## src/rtl/mips_jump_pkg.sv

```systemverilog
// Shared constants and result type for J-type jump field encoding.
package mips_jump_pkg;

  localparam int unsigned JIDX_W      = 26;
  localparam int unsigned REGION_MSB  = 31;
  localparam int unsigned REGION_LSB  = 28;
  localparam logic [31:0] REGION_MASK = 32'hF000_0000;

  // Payload held in both the output register and the skid register.
  typedef struct packed {
    logic [JIDX_W-1:0] index;
    logic              err_align;
    logic              err_region;
  } jfe_result_t;

  // Encode a (pc, target) pair into the J-type index plus error flags.
  function automatic jfe_result_t jfe_encode(input logic [31:0] pc, input logic [31:0] target);
    jfe_result_t r;
    r.index      = target[JIDX_W+1:2];
    r.err_align  = |target[1:0];
    r.err_region = (target[REGION_MSB:REGION_LSB] != pc[REGION_MSB:REGION_LSB]);
    return r;
  endfunction

endpackage

```

## src/rtl/jfe_skid_slice.sv

```systemverilog
// One-entry skid buffer behind a registered output stage, carrying jfe_result_t.
// in_ready is a decode of the state register only, so there is no path from out_ready.
module jfe_skid_slice
  import mips_jump_pkg::*;
(
  input  logic        clk,
  input  logic        rst_n,
  input  logic        in_valid,
  output logic        in_ready,
  input  jfe_result_t in_data,
  output logic        out_valid,
  input  logic        out_ready,
  output jfe_result_t out_data
);

  typedef enum logic [1:0] {StEmpty, StFull, StFullSkid} state_e;

  state_e      state_q, state_d;
  jfe_result_t out_q, out_d;
  jfe_result_t skid_q, skid_d;
  logic        accept;

  assign in_ready  = (state_q != StFullSkid);
  assign out_valid = (state_q != StEmpty);
  assign out_data  = out_q;
  assign accept    = in_valid && in_ready;

  // Next-state and payload movement for the output/skid pair.
  always_comb begin
    state_d = state_q;
    out_d   = out_q;
    skid_d  = skid_q;
    unique case (state_q)
      StEmpty: begin
        if (accept) begin
          out_d   = in_data;
          state_d = StFull;
        end
      end
      StFull: begin
        if (out_ready) begin
          if (accept) out_d = in_data;
          else        state_d = StEmpty;
        end else if (accept) begin
          skid_d  = in_data;
          state_d = StFullSkid;
        end
      end
      StFullSkid: begin
        if (out_ready) begin
          out_d   = skid_q;
          state_d = StFull;
        end
      end
      default: state_d = StEmpty;
    endcase
  end

  // State and payload registers; reset discards any held results.
  always_ff @(posedge clk or negedge rst_n) begin
    if (!rst_n) begin
      state_q <= StEmpty;
      out_q   <= '0;
      skid_q  <= '0;
    end else begin
      state_q <= state_d;
      out_q   <= out_d;
      skid_q  <= skid_d;
    end
  end

endmodule

```

## src/rtl/jump_field_encoder.sv

```systemverilog
// Encodes (pc, target) into the 26-bit J-type index with alignment/region error flags.
// Optional statistics counters are built only when JFE_STATS_EN is defined.
module jump_field_encoder
  import mips_jump_pkg::*;
#(
  parameter int unsigned CNT_W = 16
) (
  input  logic              clk,
  input  logic              rst_n,
  input  logic              in_valid,
  output logic              in_ready,
  input  logic [31:0]       in_pc,
  input  logic [31:0]       in_target,
  output logic              out_valid,
  input  logic              out_ready,
  output logic [JIDX_W-1:0] out_index,
  output logic              out_err_align,
  output logic              out_err_region
`ifdef JFE_STATS_EN
  ,
  output logic [CNT_W-1:0]  cnt_ok,
  output logic [CNT_W-1:0]  cnt_err
`endif
);

  jfe_result_t enc;
  jfe_result_t res;

  assign enc = jfe_encode(in_pc, in_target);

  jfe_skid_slice u_slice (
    .clk       (clk),
    .rst_n     (rst_n),
    .in_valid  (in_valid),
    .in_ready  (in_ready),
    .in_data   (enc),
    .out_valid (out_valid),
    .out_ready (out_ready),
    .out_data  (res)
  );

  assign out_index      = res.index;
  assign out_err_align  = res.err_align;
  assign out_err_region = res.err_region;

`ifdef JFE_STATS_EN
  logic             out_hs;
  logic             res_err;
  logic [CNT_W-1:0] cnt_ok_q, cnt_err_q;

  assign out_hs  = out_valid && out_ready;
  assign res_err = res.err_align || res.err_region;

  // Saturating counts of delivered results, split by error status.
  always_ff @(posedge clk or negedge rst_n) begin
    if (!rst_n) begin
      cnt_ok_q  <= '0;
      cnt_err_q <= '0;
    end else if (out_hs) begin
      if (!res_err && (cnt_ok_q != '1))  cnt_ok_q  <= cnt_ok_q + 1'b1;
      if (res_err && (cnt_err_q != '1))  cnt_err_q <= cnt_err_q + 1'b1;
    end
  end

  assign cnt_ok  = cnt_ok_q;
  assign cnt_err = cnt_err_q;
`endif

endmodule

```

## config.mk

```make
export PLATFORM = sky130hd
export DESIGN_NAME = jump_field_encoder
export DESIGN_NICKNAME = d
export VERILOG_FILES = /design/src/rtl/mips_jump_pkg.sv /design/src/rtl/jfe_skid_slice.sv /design/src/rtl/jump_field_encoder.sv
export SDC_FILE = /design/constraint.sdc
export NUM_CORES = 1
export LEC_CHECK = 0
export CAP_MARGIN = 15
export CORE_MARGIN = 2
export CORE_UTILIZATION = 39
export CTS_CLUSTER_SIZE = 10
export DETAILED_ROUTE_END_ITERATION = 8
export MAX_ROUTING_LAYER = met4
export PLACE_DENSITY = 0.76
export SYNTH_ARGS = -nofsm -noshare
export SYNTH_HDL_FRONTEND = slang
export SYNTH_SLANG_ARGS = --single-unit
```

## constraint.sdc

```tcl
create_clock -name clk -period 1.3 [get_ports clk]
set_input_delay 0.325 -clock clk [delete_from_list [all_inputs] [get_ports clk]]
set_output_delay 0.325 -clock clk [all_outputs]
set_load 0.005 [all_outputs]
```

==> results of run 1 <==
synthesized netlist by cell type:
library cell,count,area share [%]
xor2_1,4,1.4
nor2b_1,1,0.25
buf_2,7,1.4
inv_1,1,0.15
nand2_1,3,0.45
nor4_1,1,0.25
and3b_1,1,0.35
clkbuf_4,1,0.30
mux2i_1,27,11
a31oi_1,1,0.25
o22ai_1,1,0.25
or2_2,1,0.25
mux2_2,26,12
a21oi_1,31,6.2
o21ai_0,2,0.40
buf_4,4,1.2
nand2b_1,1,0.25
a22o_1,1,0.35
dfrtp_1,58,58
o21ai_4,1,0.65
nor2_1,30,4.5
nor3b_1,1,0.30
nand3b_1,1,0.30
metrics by stage:
stage	hold WS, ns	std cells	instance area [µm²]	power [W]
after floorplan	0.02941	205	2504	0.003439
after global placement	0.2205	353	3356	0.004260
after detailed placement	0.2261	353	3356	0.004324
after CTS	0.4188	386	3755	0.006110
after global routing	0.4327	399	4131	0.007027
final	0.4181	399	4131	0.006659
state kept, by name (all words and copies together) (netlist names):
signal	cells
u_slice.out_data	28
u_slice.skid_q	28
u_slice.state_q	2
worst paths after layout:
kind,end,cells after the start,from,slack (ns)
setup / recovery,u_slice.skid_q[11],6,u_slice.state_q[1],-0.31
hold / removal,u_slice.out_data[13],2,rst_n,0.42
setup reg to reg,u_slice.skid_q[11],6,u_slice.state_q[1],-0.31
hold reg to reg,u_slice.skid_q[9],1,u_slice.skid_q[9],0.51
max in group asynchronous,u_slice.state_q[1],3,rst_n,0.29
min in group clk,u_slice.skid_q[9],1,u_slice.skid_q[9],0.51
layout make-up:
class | count | area, µm² | share of cell area, %
clock buffer | 13 | 168.9 | 4.088
timing repair buffer | 114 | 1172 | 28.38
clock inverter | 2 | 35.03 | 0.8480
inverter | 1 | 3.754 | 0.09085
multi-input combinational | 134 | 1201 | 29.07
tap | 77 | 96.34 | 2.332
sequential | 58 | 1454 | 35.19
metal layers:
metal | part of all wire [%] | vias to the layer above | track usage [%]
li1 | - | 948 | -
met1 | 46 | 947 | 22.65
met2 | 49 | 45 | 25.90
met3 | 4.1 | 7 | 4.946
met4 | 0.91 | 0 | 4.839
met5 | 0 | - | -
where the power goes:
part           internal, W  leakage [nW]  total, W  switching, W
Sequential         0.00238         0.660   0.00272      0.000345
Combinational      0.00144          1.18   0.00223      0.000785
Clock              0.00103         0.106   0.00171      0.000678
worst register-to-register path, stage by stage (launching register included):
cell and delay, ns:
dfrtp_2 0.44, buf_6 0.14, nor2b_4 0.10, and3b_2 0.23, buf_6 0.13, clkbuf_16 0.16
mux2_4 0.30
placed cells by master (no fill, tap or decap), drive strengths merged, types with 3 or more instances in the layout:
cell,instances
a21oi,31
buf,42
clkbuf,25
clkdlybuf4s15,21
clkdlybuf4s50,38
dfrtp,58
mux2,26
mux2i,27
nand2,3
nor2,30
o21ai,3
xor2,4
cell families (layout without fill, tap and decap cells):
group           count (synthesis)  after routing  synth area share, %
flops                          58             58                58.03
compound gates                 37             37                8.105
simple gates                   40             40                6.904
xor+xnor                        4              4                1.401
mux                            53             53                22.51
buf+inv                        13            130                3.051
timing repair:
item,CTS,global route
setup endpoints to repair,86,71
pin swaps,1,3
gates cloned,1,4
hold buffers,1,0
buffers inserted,16,10
hold endpoints to repair,10,0
gates resized for setup,68,83
==> impl_metrics.yaml, run 1 <==
cells_and_area:
  fin_nets: 386
  drive_above_1_share_pct: 37.58
  n_antenna_cell: 0
  nFillCells: 485
  area_delta_synth_final_pct: 65.18
  fin_util_pct: 65.82
logic_synthesis:
  ys_seq_area_share_pct: 58.03
  avgSynthCellArea_um2: 12.20
  ys_seq_elements: 58
  syn_area_um2: 2501
  synth_cells: 205
  syn-num-nets: 273
  yosys_warnings: 0
  synth_cell_types: 23
cts:
  insertion_delay_ns: 0.33
  path_clk_slew_ns: 0.07
  clock_path_buffers: 2
  clockRootBuffer: "clkbuf_8"
  h-tree-depth: 3
  cts_buffers: 9
  cts_tree: "built"
  cts.sinks: 58
placed_design:
  port_buffers: 69
  place_congestion: 0.7335
  dp_hpwl_um: 3453
  pre_cts_slack_ns: -0.5744
critical_path:
  critical_path_class: "reg2reg"
  start_kind: "flop"
  cp_top_family: "flip-flops"
  critical_path.max_stage_delay_ns: 0.44
  path_common_cell: "buf_6"
  crit_slowest_cell: "dfrtp_2"
  cp.arrival_ns: 1.82
  crit_buf_inv: 3
  end_kind: "flop"
  cp_max_fo: 7
  required_ns: 1.51
  path_cells: "buf_6, nor2b_4, and3b_2, buf_6, clkbuf_16, mux2_4"
min_path:
  min_path_type: "in2async"
global_route:
  grt.total_usage_pct: 17.13
  antenna_found_initial: 0
  grt_overflow: 0
  first_global_vias: 1897
  grt_first_pass_wirelength_um: 9315
  grt_max_degree: 31
floorplan:
  dieWidth_um: 84.08
  coreArea_um2: 6277
  fp-row-count: 29
  dieArea_um2: 7069
  die_h_um: 84.08
  io-pin-count: 98
  initial_core_util_pct: 39.84
detailed_routing:
  drt-initial-drc-count: 75
  vias: 1947
  ant_nets: 0
  drc: 0
  firstDrtPassIters: 4
  drt-wirelength-per-cell_um: 15.62
  viasPerCell: 4.880
  drt_wl_total_um: 6234
sta:
  drv_slew: 0
  hold_viol: 0
  setup_viol: 58
  max_freq_mhz: 619.5
  tightest_slew_ns: 0.2998
  skew_ns: 0.005182
  slew_headroom_pct: 80.01
  fin_crit_sh_pct: 124.2
  fin_ws_ns: -0.3142
  period_minus_slack_ns: 1.614
  tns_ns: -15.47
  rsz0062_at_grt: "true"
status:
  violations: "negative setup slack"
  status: "complete, but fails checks"
power_and_ir_drop:
  peakVddDrop_mv: 0.8238
  leakage_nw: 1.942
  p_per_area_nw_per_um2: 1612
flow_run:
  maxCapViolations: 0
Power figures use the tool's default switching activity.
==> inputs of run 2 (changes only) <==
--- a/config.mk
+++ b/config.mk
@@ -11,7 +11,8 @@
 export CTS_CLUSTER_SIZE = 10
 export DETAILED_ROUTE_END_ITERATION = 8
 export MAX_ROUTING_LAYER = met4
-export PLACE_DENSITY = 0.76
+export PLACE_DENSITY = 0.75
+export SETUP_SLACK_MARGIN = 0.15
 export SYNTH_ARGS = -nofsm -noshare
 export SYNTH_HDL_FRONTEND = slang
 export SYNTH_SLANG_ARGS = --single-unit
==> run 2 against run 1 <==
The run ends with negative hold slack, negative setup slack left. Sequential cell count stayed put. Wire length decreased by 3.8%. Register-to-register slack about the same. Hold slack got worse by 0.43 ns. Die area unchanged. Sequential power decreased by 2%. Critical endpoint is now u_slice.out_data[7].
==> impl_metrics.yaml, run 2 (synthesis results as in run 1) <==
floorplan:
  initial_core_util_pct: 39.84
  coreArea_um2: 6277
  dieArea_um2: 7069
  dieWidth_um: 84.08
  die_h_um: 84.08
  fp-row-count: 29
  io-pin-count: 98
sta:
  hold_viol: 5
  setup_viol: 58
  max_freq_mhz: 613.3
  tns_ns: -14.75
  hold_ws_ns: -0.01160
  skew_ns: 0.01101
  rsz0062_at_grt: "true"
  fin_ws_ns: -0.3306
  drv_slew: 0
  slew_headroom_pct: 79.25
  period_minus_slack_ns: 1.631
  tightest_slew_ns: 0.3113
  fin_crit_sh_pct: 125.4
global_route:
  antenna_found_initial: 0
  grt_overflow: 0
  grt_max_degree: 59
  grt.total_usage_pct: 17.34
  grt_first_pass_wirelength_um: 9418
  first_global_vias: 1969
critical_path:
  end_kind: "flop"
  crit_slowest_cell: "clkdlybuf4s50_1"
  start_kind: "primary input"
  critical_path_class: "in2reg"
  cp.arrival_ns: 1.84
  path_common_cell: "buf_12"
  path_cells: "clkdlybuf4s50_1, buf_4, nand3b_1, o21ai_4, buf_6, buf_12, buf_12, nor2_2, a21oi_2"
  cp_max_fo: 5
  crit_buf_inv: 5
  critical_path.max_stage_delay_ns: 0.50
  required_ns: 1.50
  cp_top_family: "buffers and inverters"
detailed_routing:
  drt-wirelength-per-cell_um: 15.00
  drc: 0
  drt_wl_total_um: 5998
  firstDrtPassIters: 4
  drt-initial-drc-count: 52
  viasPerCell: 4.885
  vias: 1954
  ant_nets: 0
power_and_ir_drop:
  peakVddDrop_mv: 0.8527
  p_per_area_nw_per_um2: 1691
  power_frac_comb_pct: 30.3
  pwr-share-clk_pct: 29.5
  power_switching_w: 0.001810
  switching_share_pct: 27.21
  p_seq_share_pct: 40.2
  intPower_w: 0.004841
  leakage_nw: 1.848
cells_and_area:
  final_common_cell: "dfrtp_1"
  final_cell_mix: "dfrtp_1, clkdlybuf4s50_1, buf_2"
  drive_above_1_share_pct: 44.58
  n_antenna_cell: 0
  area_delta_synth_final_pct: 57.23
  fin_nets: 386
  instances_no_fill: 400
cts:
  h-tree-depth: 3
  path_clk_slew_ns: 0.06
  cts_buffers: 9
  hold_buffers: 0
  insertion_delay_ns: 0.33
  cts.sinks: 58
  clockRootBuffer: "clkbuf_8"
  cts_tree: "built"
  clock_path_buffers: 2
flow_run:
  maxCapViolations: 0
placed_design:
  dp_hpwl_um: 3462
  place_congestion: 0.7594
  port_buffers: 69
  dp.cells: 354
min_path:
  min_path_type: "in2async"
status:
  status: "complete, but fails checks"
  violations: "negative hold slack, negative setup slack"
==> run 2: cell count changes in the layout (fill, tap and decap cells not counted), moves of 2 or more <==
cell,delta
buf_12,+3
clkbuf_16,-3
mux2_2,+26
mux2_4,-26
buf_4,+4
buf_6,-4
nor2_4,-6
clkbuf_2,-7
clkdlybuf4s15_1,-21
buf_2,+28
nor2_2,+7
buf_16,+2
==> run 2: path summary, 6_finish.rpt <==
path	cells after the start	startpoint	slack (ns)	to
max	9	out_ready	-0.33	u_slice.out_data[7]
min	2	rst_n	-0.01	u_slice.out_data[7]
max reg2reg	9	u_slice.state_q[1]	-0.32	u_slice.out_data[3]
min reg2reg	1	u_slice.skid_q[4]	0.51	u_slice.skid_q[4]
max in group asynchronous	2	rst_n	1.04	u_slice.state_q[0]
min in group clk	1	u_slice.skid_q[4]	0.51	u_slice.skid_q[4]
==> run 2: layout make-up <==
type                       count  area [µm²]
multi-input combinational    134        1075
sequential                    58        1453
inverter                       1       3.754
timing repair buffer         114        1067
clock buffer                  12       165.2
fill                         528        2345
clock inverter                 4       72.57
tap                           77       96.34
==> run 2: timing repair <==
item / CTS / global route
cloned: 2 / 1
endpoints found under the setup margin: 86 / 88
resized for setup: 134 / 26
buffers inserted: 16 / 11
pin swaps: 0 / 1
==> run 2: per-layer routing <==
layer	global-route usage (%)	routed length (µm)
met5	-	0
met4	6.158	47
met3	4.649	252
met2	27.42	2999
met1	21.50	2698
==> run 2: per-stage QoR <==
stage	instance area, µm²	utilization, %	total power, W	hold WS (ns)	setup WS (ns)
floorplan	2524	-	0.003453	0.02941	-0.1058
global placement	3390	54.00	0.004308	0.3508	-0.5304
detailed placement	3390	54.00	0.004389	0.3558	-0.5676
CTS	3739	59.56	0.006409	0.002748	-0.2682
global route	3933	62.65	0.007007	0.01054	-0.4056
finish	3933	62.65	0.006651	-0.01160	-0.3306
==> run 2: power groups by stage <==
stage / sequential (W) / combinational [W] / clock [W]
after detailed placement: 0.00271 / 0.00168 / 0
after floorplan: 0.00267 / 0.000782 / 0
final: 0.00267 / 0.00201 / 0.00196
after global routing: 0.00274 / 0.00219 / 0.00208
after CTS: 0.00267 / 0.00176 / 0.00198
after global placement: 0.00268 / 0.00163 / 0
==> inputs of run 3 (changes only) <==
--- a/config.mk
+++ b/config.mk
@@ -5,7 +5,7 @@
 export SDC_FILE = /design/constraint.sdc
 export NUM_CORES = 1
 export LEC_CHECK = 0
-export CAP_MARGIN = 15
+export CAP_MARGIN = 20
 export CORE_MARGIN = 2
 export CORE_UTILIZATION = 39
 export CTS_CLUSTER_SIZE = 10
==> results of run 3 <==
The final DEF is identical to that of run 2; final timing and power are the same.
